===== src/rtl/alu_mul_seq.sv =====
// Iterative shift-add multiplier that borrows an external single-cycle ALU
// to build the low WIDTH bits of op_a*op_b, one add/shift step per cycle.
module alu_mul_seq #(
  parameter int WIDTH = 32
) (
  input  logic             clk,
  input  logic             rstn,
  input  logic             flush,
  input  logic             start_valid,
  output logic             start_ready,
  input  logic [WIDTH-1:0] op_a,
  input  logic [WIDTH-1:0] op_b,
  output logic             res_valid,
  input  logic             res_ready,
  output logic [WIDTH-1:0] res,
  output logic             busy,
  output logic [WIDTH-1:0] alu_src1,
  output logic [WIDTH-1:0] alu_src2,
  output logic [3:0]       alu_func,
  input  logic [WIDTH-1:0] alu_ans,
  input  logic             alu_of
);

  typedef enum logic [2:0] {
    IDLE = 3'd0,
    ADD  = 3'd1,
    SHL  = 3'd2,
    SHR  = 3'd3,
    DONE = 3'd4
  } state_t;

  localparam logic [3:0] FUNC_ADD  = 4'b0000;
  localparam logic [3:0] FUNC_SHL  = 4'b1001;
  localparam logic [3:0] FUNC_SHR  = 4'b1000;
  localparam logic [3:0] FUNC_NONE = 4'b1111;

  state_t           state;
  state_t           state_next;
  logic [WIDTH-1:0] mcand;
  logic [WIDTH-1:0] mplr;
  logic [WIDTH-1:0] acc;

  // Overflow is deliberately discarded: the low word wraps by design.
  logic unused_of;
  assign unused_of = alu_of;

  always_ff @(posedge clk or negedge rstn) begin
    if (!rstn) begin
      state <= IDLE;
      mcand <= '0;
      mplr  <= '0;
      acc   <= '0;
    end else if (flush) begin
      state <= IDLE;
      acc   <= '0;
    end else begin
      state <= state_next;
      case (state)
        IDLE: begin
          if (start_valid) begin
            mcand <= op_a;
            mplr  <= op_b;
            acc   <= '0;
          end
        end
        ADD:     acc   <= alu_ans;
        SHL:     mcand <= alu_ans;
        SHR:     mplr  <= alu_ans;
        default: ;
      endcase
    end
  end

  // The shifted multiplier coming back from the ALU decides whether to stop,
  // add, or just shift again, so no iteration counter is needed.
  always_comb begin
    state_next = state;
    alu_src1   = '0;
    alu_src2   = '0;
    alu_func   = FUNC_NONE;
    case (state)
      IDLE: begin
        if (start_valid) begin
          if (op_a == '0 || op_b == '0)
            state_next = DONE;
          else if (op_b[0])
            state_next = ADD;
          else
            state_next = SHL;
        end
      end
      ADD: begin
        alu_src1   = acc;
        alu_src2   = mcand;
        alu_func   = FUNC_ADD;
        state_next = SHL;
      end
      SHL: begin
        alu_src1   = mcand;
        alu_src2   = WIDTH'(1);
        alu_func   = FUNC_SHL;
        state_next = SHR;
      end
      SHR: begin
        alu_src1 = mplr;
        alu_src2 = WIDTH'(1);
        alu_func = FUNC_SHR;
        if (alu_ans == '0)
          state_next = DONE;
        else if (alu_ans[0])
          state_next = ADD;
        else
          state_next = SHL;
      end
      DONE: begin
        if (res_ready)
          state_next = IDLE;
      end
      default: state_next = IDLE;
    endcase
  end

  assign start_ready = (state == IDLE);
  assign res_valid   = (state == DONE);
  assign busy        = (state != IDLE);
  assign res         = acc;

endmodule


===== config.mk =====
export PLATFORM = sky130hd
export DESIGN_NAME = alu_mul_seq
export DESIGN_NICKNAME = d
export VERILOG_FILES = /design/src/rtl/alu_mul_seq.sv
export SDC_FILE = /design/constraint.sdc
export NUM_CORES = 1
export LEC_CHECK = 0
export BUFFER_PORTS_ARGS = -buffer_cell sky130_fd_sc_hd__buf_2
export CORE_ASPECT_RATIO = 1.4
export CORE_MARGIN = 5
export CORE_UTILIZATION = 25
export CTS_CLUSTER_DIAMETER = 200
export DETAILED_ROUTE_END_ITERATION = 10
export SYNTH_ARGS = -nofsm -noshare
export SYNTH_HDL_FRONTEND = slang
export SYNTH_SLANG_ARGS = --single-unit

===== constraint.sdc =====
create_clock -name clk -period 2.5 [get_ports clk]
set_input_delay 0.125 -clock clk [delete_from_list [all_inputs] [get_ports clk]]
set_output_delay 0.125 -clock clk [all_outputs]
set_load 0.05 [all_outputs]

=== After elaboration in Yosys (flattened, before gate mapping) ===
Cells that the tools add are included.

* Bits in writable memories: 0
* Bits in latches: 0
* Flip-flop bits (word level): 99
* Memories kept: 0
* ROM bits: 0

* $add $sub $neg: 0
* Multipliers: 0
* Order comparisons: 0
* Shifts and indexed selects: 0
* Mux-type cells: 18
* Divide/modulo/power cells: 0
* Bitwise logic cells: 1
* Reduce and logical (&&, ||, !) cells: 14
* Equality and inequality tests: 7

{| class="wikitable"
|+ Operators with widths
! cell !! count
|-
| $pmux W32 S2 || 4
|-
| $mux W32 || 4
|-
| $logic_not A32 Y1 || 3
|-
| $pmux W32 S3 || 1
|-
| $mux W3 || 5
|-
| $pmux W3 S5 || 1
|-
| $pmux W4 S3 || 1
|-
| $eq A3 B2 Y1 const B || 2
|-
| $reduce_and A3 Y1 || 2
|-
| $reduce_bool A3 Y1 || 2
|-
| $mux W2 || 2
|-
| $reduce_and A2 Y1 || 2
|-
| $reduce_bool A2 Y1 || 2
|-
| $eq A3 B1 Y1 const B || 1
|-
| $eq A3 B3 Y1 const B || 1
|-
| $logic_not A3 Y1 || 1
|-
| $ne A3 B2 Y1 const B || 1
|-
| $ne A3 B3 Y1 const B || 1
|-
| $ne A2 B2 Y1 const B || 1
|-
| $reduce_or A2 Y1 || 1
|-
| $logic_or A1 B1 Y1 || 1
|-
| $not A1 Y1 || 1
|}

=== Logic depth before layout (Yosys ltp) ===
Gate-level depths: netlist of run 1.

* Word-level depth: 6
* Gate-level depth with buffers: 8
* Gate-level depth less buffers: 6

=== Worst setup path before layout of run 1 ===
No wires, ideal clock.

* Path kind: register to output
* Start point: register state[0]
* End point: output alu_src2[0]
* Cell stages (with the launch flop): 5
* Data arrival time: 2.634 ns
* Slack: -0.259 ns
* Buffers on the path: 2
* Cell sequence: dfrtp_1 buf_2 buf_2 o21ai_0 nor2_1

* Longest elaborated chain between the ends: 3
* Elaborated cells on any way between the ends: 5
* Those cells by class: eq/ne: 3; mux: 1; reduce/logical: 1

{| class="wikitable"
|+ Ends and longest elaborated chain
! what !! RTL line !! RTL
|-
| start, declared || 37 || <nowiki>state_t state;</nowiki>
|-
| start signal, assigned || 57 || <nowiki>state <= state_next;</nowiki>
|-
| $eq A3 B2 Y1 || 81 || <nowiki>case (state)</nowiki>
|-
| $reduce_or A2 Y1 (no source line) || -- ||
|-
| $pmux W32 S2 (*) || 81 ||
|-
| end, declared || 18 || <nowiki>output logic [WIDTH-1:0] alu_src2,</nowiki>
|}

Mark *: on every way between the ends. The rest lies on a longest branch, timed or not.

=== Worst setup path after layout of run 1 ===
* Start point: register state[1]
* End point: output alu_src1[28]

* Longest elaborated chain between the ends: 2
* Elaborated cells on any way between the ends: 4
* Those cells by class: eq/ne: 3; mux: 1

{| class="wikitable"
|+ Ends and longest elaborated chain
! what !! RTL line !! RTL
|-
| $eq A3 B2 Y1 / $eq A3 B1 Y1 (equally long branches) || 81 ||
|-
| $pmux W32 S3 (*) || 81 ||
|-
| end, declared || 17 || <nowiki>output logic [WIDTH-1:0] alu_src1,</nowiki>
|}

Marks and branches as above.

==> results of run 1 <==
==> stage by stage <==
stage	total power [uW]	hold slack, ns	instances
floorplan	4240	-0.171	561
global placement	5050	0.150	1041
detailed placement	5090	0.165	1041
CTS	6680	0.0270	1058
global route	6950	0.0494	1058
finish	6570	0.0500	1058
==> state kept, by name, summed over array words and instances (netlist names) <==
| signal | cells |
|---|---|
| res | 32 |
| mcand | 32 |
| mplr | 32 |
| state | 3 |
==> final cells by class <==
| type | count | share of cell area, % |
|---|---|---|
| Clock buffer | 10 | 3.28 |
| Tap cell | 297 | 5.10 |
| Multi-Input combinational cell | 412 | 38.7 |
| Inverter | 5 | 0.257 |
| Timing Repair Buffer | 229 | 17.4 |
| Clock inverter | 6 | 1.22 |
| Sequential cell | 99 | 34.0 |
==> metal layers <==
metal / up-vias / GRT usage (%) / wire length [um]
met1: 2524 / 20.8 / 8780
met4: 2 / 5.93 / 580
met2: 166 / 30.2 / 11200
met5: - / 0 / 15
met3: 32 / 3.30 / 1190
li1: 2436 / - / -
==> power breakdown <==
group / internal (uW) / switching, uW
Sequential: 1990 / 283
Clock: 905 / 640
Combinational: 888 / 1870
==> placed cells by master (no fill, tap or decap), drive strengths merged <==
cell and instances:
buf 228, and2 31, clkbuf 10, mux2 32, or3 1, nand2b 1, nor3b 2, nor4 24
clkinvlp 2, nand4 7, inv 5, nand2 3, a41oi 1, o2111ai 1, o211a 1, a22o 32
and3 1, clkinv 2, bufinv 2, a21oi 65, dfrtp 99, mux2i 64, dlygate4sd3 1, a22oi 32
nor2 105, o21ai 3, o22ai 1, nand3 1, nor3 2, o31ai 1, nor2b 1
==> worst paths after layout <==
path                           endpoint  startpoint  cells past startpoint
max                        alu_src1[28]    state[1]                      5
min reg2reg                    mplr[11]    mplr[11]                      2
max reg2reg                      res[1]    state[1]                      5
min                              res[9]  alu_ans[9]                      2
min in group asynchronous       res[16]        rstn                      2
max in group asynchronous       mplr[0]        rstn                      3
==> logic make-up after synthesis <==
kind of cell / count (synthesis) / synth area share (%)
multiplexers: 96 / 18.1
AO/OA/AOI/OAI: 137 / 16.5
AND/OR/NAND/NOR: 179 / 16.0
buffers and inverters: 50 / 4.72
flip-flops: 99 / 44.7
==> reports/metrics.cfg, run 1 <==
[outcome]
status = finished, final reports clean

[placed_design]
placed_area_um2 = 6950
place_ws_ns = 0.375
dpl.hpwl_um = 16700
place.gp.congestion = 0.828
place.port_buffers = 203

[setup_path]
crit_required_ns = 2.38
cpPeakStageDelay_ns = 0.57
crit_family = buffers and inverters
crit_type = register to output port
cpMaxStageDelayCell = dfrtp_2
startpoint_type = register
endpoint_kind = output port
path_cells = nor2_4 -> buf_4 -> a22oi_1 -> nor2_1 -> buf_2
r2r_setup_slack_ns = 0.40
cp_num_buf_inv = 2
cp.arrival_ns = 2.15
critPathMaxFanout = 16

[sta]
finalSetupViolCount = 0
setup-tns-final_ns = 0
post-route-period-util_pct = 91.2
worst_slew_pin_slew_ns = 0.691
timing.final.hold_violations = 0
period_minus_slack_ns = 2.28
finClkSkew_ns = 0.00828
slew_violations = 0
rsz0062_at_grt = false
relSlewSlack_pct = 53.5
layout_setup_ws_ns = 0.221
timing.fmax_ghz = 0.439

[clock_network]
clock_path_buffers = 2
cts_hold_buf = 1
cts_tree = done
cts.repair.resized = 0
cts_buffers = 9
cts-htree-levels = 3
clk_latency_ns = 0.35
post_cts_buffers = 0
root_buffer = clkbuf_16
clk_pin_slew_ns = 0.07
cts_num_sinks = 99

[die]
core_area_um2 = 21900
start_util_pct = 25.3
rows = 64
die_h_um = 186
dieWidth_um = 136
ioPinCount = 205
die_area_um2 = 25300

[logic_synthesis]
synth_warnings = 0
synth_nets = 663
avgSynthCellArea_um2 = 9.87
async_flop_share_pct = 100
yosysTopAreaCell = dfrtp_1
ys.flop_type = dfrtp_1
yosys_register_bits = 99
synthTopCellsByArea = dfrtp_1 (45%), mux2i_1 (12%), nor2_1 (6.8%)
synth_edf_count = 0
yosys.cell_types.count = 36
syn_inst = 561
ys_seq_area_share_pct = 44.7
yosys.area.top_type_share_pct = 44.7
synth.most_common_cell = nor2_1
netlist_area_um2 = 5540
synth_common_cells = nor2_1 (101), dfrtp_1 (99), a21oi_1 (64), mux2i_1 (64)

[layout]
seq_area_um2 = 2480
stdcell_area_um2 = 7290
syn_to_final_growth_pct = 31.6
nNetsFinal = 858
multiInputGateArea_um2 = 2820
drive_gt1_share_pct = 38.4
fillerInstances = 2325
utilization_pct = 33.3
antenna_cells = 0

[grt]
grt.overflow.total = 0
grt_usage_pct = 17.1
grt_pass1_wl_um = 32400
grt_pass1_vias = 5383
grt_max_degree = 49
antenna_found_initial = 1

[worst_hold_path]
hold_path_class = primary input to register

[power]
irDropWorstVdd_mv = 0.328
p_leak_uw = 0.00360
cellPowerDensity_nw_per_um2 = 902

[routing]
drt_first_pass_iters = 4
ant_nets = 0
initialDrtViolationCount = 197
wire_per_inst_um = 20.6
drc = 0
via_count = 5160
viasPerCell = 4.88
wl_um = 21800

[run]
maxCapViolCount = 0

Power figures use the tool's default switching activity.
==> inputs of run 2 (changes only) <==
CTS_BUF_LIST = sky130_fd_sc_hd__clkbuf_2   (was default)
==> reports/metrics.cfg, run 2 (synthesis results as in run 1) <==
[setup_path]
cpMaxStageDelayCell = dfrtp_4
critPathMaxFanout = 16  ; unchanged
endpoint_kind = output port
crit_required_ns = 2.38  ; about the same
startpoint_type = register
cp.arrival_ns = 2.22  ; +0.07 ns
crit_type = register to output port
path_cells = nor2b_2 -> inv_2 -> nor2_4 -> buf_6 -> and2_1 -> clkbuf_4
cpPeakStageDelay_ns = 0.55  ; -0.02 ns

[clock_network]
clk_latency_ns = 0.62  ; +0.27 ns
cts-htree-levels = 3  ; unchanged
clock_path_buffers = 2  ; unchanged
root_buffer = clkbuf_2
cts_tree = done
clk_pin_slew_ns = 0.29  ; +0.22 ns
cts_num_sinks = 99  ; unchanged
cts_buffers = 9  ; unchanged

[die]
die_area_um2 = 25300  ; unchanged
ioPinCount = 205  ; unchanged
rows = 64  ; unchanged
start_util_pct = 25.3  ; unchanged
dieWidth_um = 136  ; unchanged
die_h_um = 186  ; unchanged
core_area_um2 = 21900  ; unchanged

[outcome]
status = finished, final reports clean

[routing]
ant_nets = 0  ; unchanged
wire_per_inst_um = 20.1  ; -2.2%
drc = 0  ; unchanged
initialDrtViolationCount = 214  ; +8.6%
drt_first_pass_iters = 6  ; +2
viasPerCell = 4.86  ; -0.41%
wl_um = 23700  ; +8.7%
via_count = 5707  ; +11%

[power]
irDropWorstVdd_mv = 0.311  ; -5.2%
p_leak_uw = 0.00403  ; +12%
cellPowerDensity_nw_per_um2 = 740  ; -18%

[sta]
timing.fmax_ghz = 0.426  ; -2.9%
period_minus_slack_ns = 2.35  ; +0.0678 ns
relSlewSlack_pct = 57.1  ; +3.6 points
post-route-period-util_pct = 93.9  ; +2.7 points
slew_violations = 0  ; unchanged
hold_ws_ns = 0.0907  ; +0.0408 ns
finalSetupViolCount = 0  ; unchanged
timing.final.hold_violations = 0  ; unchanged
finClkSkew_ns = 0.0363  ; +0.0280 ns
worst_slew_pin_slew_ns = 0.638  ; -0.0537 ns

[grt]
antenna_found_initial = 1  ; unchanged
grt.overflow.total = 0  ; unchanged
grt_pass1_vias = 6040  ; +12%
grt_pass1_wl_um = 35200  ; +8.7%
grt_max_degree = 49  ; unchanged
grt_usage_pct = 18.5  ; +1.4 points

[layout]
nNetsFinal = 974  ; +14%
fin_cells = 1175  ; +11%
mostFrequentLayoutCell = buf_2
drive_gt1_share_pct = 34.2  ; -4.2 points
layout.cells.most_common_list = buf_2 (182), dlygate4sd3_1 (108), nor2_1 (100)
syn_to_final_growth_pct = 50.7

[placed_design]
place_inst = 1041  ; unchanged
place.port_buffers = 203  ; unchanged
place.gp.congestion = 0.828  ; unchanged
dpl.hpwl_um = 16700  ; unchanged

[worst_hold_path]
hold_path_class = primary input to register

[run]
maxCapViolCount = 0  ; unchanged

[run 2: changes by cell type in the layout (fill, tap and decap cells not counted), moves of 2 or more]
cell	previous run	this run
buf_6	0	2
clkbuf_2	0	9
dfrtp_2	3	1
buf_4	22	27
clkbuf_16	9	0
dlygate4sd3_1	1	108
buf_12	4	7
clkbuf_4	0	19
dfrtp_4	0	2
buf_2	202	182
[run 2: what timing repair did]
item	in CTS	in global routing
buffers inserted	3	5
resized for setup	4	24
hold buffers	109	0
pin swaps	1	0
gates cloned	0	0
endpoints found under the hold margin	198	0
setup endpoints to repair	63	45
[run 2: metrics by stage]
| stage | setup WS [ns] | utilization [%] | setup TNS, ns | power, uW | cell area, um^2 |
|---|---|---|---|---|---|
| after floorplan | 0.303 | - | 0 | 4240 | 5540 |
| after global routing | -0.0188 | 38.2 | -0.0581 | 6540 | 8350 |
| after global placement | 0.398 | 31.8 | 0 | 5050 | 6950 |
| final | 0.153 | 38.2 | 0 | 6170 | 8350 |
| after CTS | -0.00355 | 37.6 | -0.00355 | 6180 | 8230 |
| after detailed placement | 0.375 | 31.8 | 0 | 5090 | 6950 |
[run 2: power by group]
group | switching [uW] | internal [uW]
Sequential | 272 | 1990
Combinational | 1930 | 1070
Clock | 593 | 326
Total | 2790 | 3380
[run 2: cell type report]
| type | count | area, um^2 |
|---|---|---|
| repair buffers | 345 | 2500 |
| diodes | 1 | 2.50 |
| fillers | 2206 | 13500 |
| clock inverters | 7 | 92.6 |
| flip-flops and latches | 99 | 2490 |
| inverters | 5 | 18.8 |
| clock buffers | 9 | 45.0 |
| well taps | 297 | 372 |
| multi-input cells | 412 | 2830 |
[run 2: layer usage]
layer  wire, um  vias to the layer above  GRT usage [%]
met3       1250                       33           3.16
met2      12600                      205           34.3
li1           -                     2667              -
met5          0                        -              0
met1       9240                     2802           21.4
met4        621                        0           6.37
[run 2: worst paths after layout]
kind / cells after the start / to / from / slack (ns)
max: 6 / alu_src2[31] / state[2] / 0.15
min: 3 / res[22] / flush / 0.09
max reg2reg: 6 / state[0] / state[2] / 0.17
min reg2reg: 2 / mplr[11] / mplr[11] / 0.56
max in group asynchronous: 4 / mplr[13] / rstn / 1.66
min in group asynchronous: 4 / state[2] / rstn / 0.57
[run 2: critical path: cells and delay by family, from the launching register on]
kind | cells | cell delay [ns]
and+or+nand+nor | 3 | 0.52
buffers and inverters | 3 | 0.53
DFF | 1 | 0.55
==> inputs of run 3 (changes only) <==
--- a/config.mk
+++ b/config.mk
@@ -6,5 +6,5 @@
 export NUM_CORES = 1
 export LEC_CHECK = 0
-export BUFFER_PORTS_ARGS = -buffer_cell sky130_fd_sc_hd__buf_2
+export BUFFER_PORTS_ARGS = -buffer_cell sky130_fd_sc_hd__buf_4
 export CORE_ASPECT_RATIO = 1.4
 export CORE_MARGIN = 5
==> constraint.sdc (replaced) <==
create_clock -name clk -period 2.5 [get_ports clk]
set_input_delay 0.25 -clock clk [delete_from_list [all_inputs] [get_ports clk]]
set_output_delay 0.25 -clock clk [all_outputs]
set_load 0.05 [all_outputs]
==> reports/metrics.cfg, run 3 (synthesis results as in run 1) <==
[setup_path]
r2r-start = state[0]
endpoint_kind = output port
cp.arrival_ns = 2.24  ; +0.02 ns
crit_required_ns = 2.25  ; -0.13 ns
startpoint_type = register
reg2reg_depth = 7  ; +1
crit_type = register to output port
startpoint = state[0]
r2r_setup_slack_ns = 0.24  ; +0.07 ns
critPathMaxFanout = 6  ; -10

[die]
core_area_um2 = 21900  ; unchanged
start_util_pct = 25.3  ; unchanged
rows = 64  ; unchanged
die_area_um2 = 25300  ; unchanged
dieWidth_um = 136  ; unchanged
ioPinCount = 205  ; unchanged
die_h_um = 186  ; unchanged

[sta]
relSlewSlack_pct = 34.4  ; -23 points
worst_slew_pin_slew_ns = 0.984  ; +0.346 ns
period_minus_slack_ns = 2.49  ; +0.148 ns
finClkSkew_ns = 0.0441  ; +0.00783 ns
post-route-period-util_pct = 99.8  ; +5.9 points
hold_ws_ns = 0.0800  ; -0.0108 ns
timing.fmax_ghz = 0.401  ; -5.9%
setup-tns-final_ns = 0  ; unchanged
rsz0062_at_grt = true
finalSetupViolCount = 0  ; unchanged
slew_violations = 0  ; unchanged
timing.final.hold_violations = 0  ; unchanged

[power]
irDropWorstVdd_mv = 0.311  ; about the same
power_frac_clock_pct = 12.1  ; -2.8 points
switching_share_pct = 45.3  ; about the same
cellPowerDensity_nw_per_um2 = 715  ; -3.4%
power.internal_uw = 3690  ; +9.0%
pwr-share-seq_pct = 33.7  ; -2.9 points
netSwitchingPower_uw = 3050  ; +9.1%
p_leak_uw = 0.00429  ; +6.4%
comb_power_share_pct = 54.3  ; +5.8 points

[routing]
drt_first_pass_iters = 4  ; -2
initialDrtViolationCount = 301  ; +41%
ant_nets = 0  ; unchanged
viasPerCell = 4.93  ; +1.4%
via_count = 5827  ; +2.1%
drc = 0  ; unchanged
wire_per_inst_um = 21.3  ; +5.8%
wl_um = 25200  ; +6.6%

[grt]
grt_max_degree = 49  ; unchanged
grt.overflow.total = 0  ; unchanged
grt_usage_pct = 18.3  ; -0.17 points
grt_pass1_vias = 6040  ; unchanged
antenna_found_initial = 1  ; unchanged
grt_pass1_wl_um = 35100  ; -0.26%

[clock_network]
cts_tree = done
clk_pin_slew_ns = 0.34  ; +0.05 ns
cts-htree-levels = 3  ; unchanged
cts_buffers = 9  ; unchanged
clk_latency_ns = 0.66  ; +0.04 ns
cts_num_sinks = 99  ; unchanged
clock_path_buffers = 2  ; unchanged
root_buffer = clkbuf_2

[placed_design]
dpl.hpwl_um = 16900  ; +1.1%
place_inst = 1046  ; +0.48%
place.gp.congestion = 0.832  ; +0.48%
placed_area_um2 = 7490  ; +7.8%
place.port_buffers = 203  ; unchanged

[layout]
layout.cells.most_common_list = buf_4 (176), dlygate4sd3_1 (103), dfrtp_1 (96)
fillerInstances = 2069  ; -6.2%
syn_to_final_growth_pct = 70.1
mostFrequentLayoutCell = buf_4
fin_cells = 1183  ; +0.68%
drive_gt1_share_pct = 41.9  ; +7.6 points
stdcell_area_um2 = 9420  ; +13%
nNetsFinal = 981  ; +0.72%
utilization_pct = 43.1  ; +4.9 points

[run]
maxCapViolCount = 0  ; unchanged

[outcome]
status = finished, final reports clean

[worst_hold_path]
hold_path_class = primary input to asynchronous set/reset pin

## run 3: changes by cell type in the layout (fill, tap and decap cells not counted), moves of 4 or more
| cell | previous run | this run |
|---|---|---|
| a22oi_1 | 32 | 11 |
| a22oi_2 | 0 | 21 |
| and2_1 | 31 | 8 |
| and2_4 | 0 | 23 |
| buf_2 | 182 | 0 |
| buf_4 | 27 | 176 |
| buf_6 | 2 | 34 |
| buf_8 | 0 | 25 |
| clkbuf_16 | 0 | 4 |
| clkbuf_4 | 19 | 0 |
| dlygate4sd3_1 | 108 | 103 |
| inv_6 | 0 | 5 |
| nor2_1 | 100 | 89 |
| nor2_2 | 0 | 12 |
## run 3: path summary, 6_finish.rpt
kind / to
max in group asynchronous: state[0]
min reg2reg: mplr[15]
max reg2reg: res[1]
max: alu_src1[26]
min in group clk: res[28]
min: mcand[25]
## run 3: power by group through the flow
| stage | clock, uW | combinational [uW] | sequential (uW) |
|---|---|---|---|
| 2_1_floorplan | 0 | 1920 | 2310 |
| 3_3_place_gp | 0 | 2990 | 2270 |
| 3_5_place_dp | 0 | 3020 | 2290 |
| 4_1_cts | 830 | 3190 | 2250 |
| 5_1_grt | 891 | 3870 | 2320 |
| 6_report | 812 | 3660 | 2270 |
## run 3: routing by layer
metal / GRT usage [%] / routed length (um)
met4: 8.23 / 913
met1: 21.6 / 9790
met3: 3.24 / 1310
met5: 0 / 0
met2: 32.5 / 13200
## run 3: area by class of cell
type	count	area, um^2	share of cell area, %
inverter	5	23.8	0.252
sequential	99	2480	26.3
multi-input combinational	412	3030	32.1
clock buffer	9	45.0	0.478
clock inverter	7	57.6	0.611
antenna	2	5.00	0.0531
tap	297	372	3.94
timing repair buffer	352	3410	36.2
## run 3: critical path: stages, from the launching register on
cell and delay (ns):
dfrtp_2 0.50, buf_12 0.13, inv_6 0.03, nor2_4 0.20, buf_12 0.16, clkbuf_16 0.16, a22oi_2 0.08, nor2_1 0.17
buf_6 0.19
## run 3: metrics by stage
stage	power [uW]	worst slack (ns)
final	6730	0.00502
after global routing	7080	-0.139
after CTS	6270	-0.0693
after detailed placement	5300	0.400
after global placement	5270	0.415
after floorplan	4240	0.178
## run 3: repair_timing
item | CTS | global route
gates cloned | 0 | 6
setup endpoints to repair | 67 | 63
hold endpoints to repair | 198 | 0
hold buffers | 103 | 0
pin swaps | 0 | 53
gates resized for setup | 10 | 148
setup buffers | 2 | 8
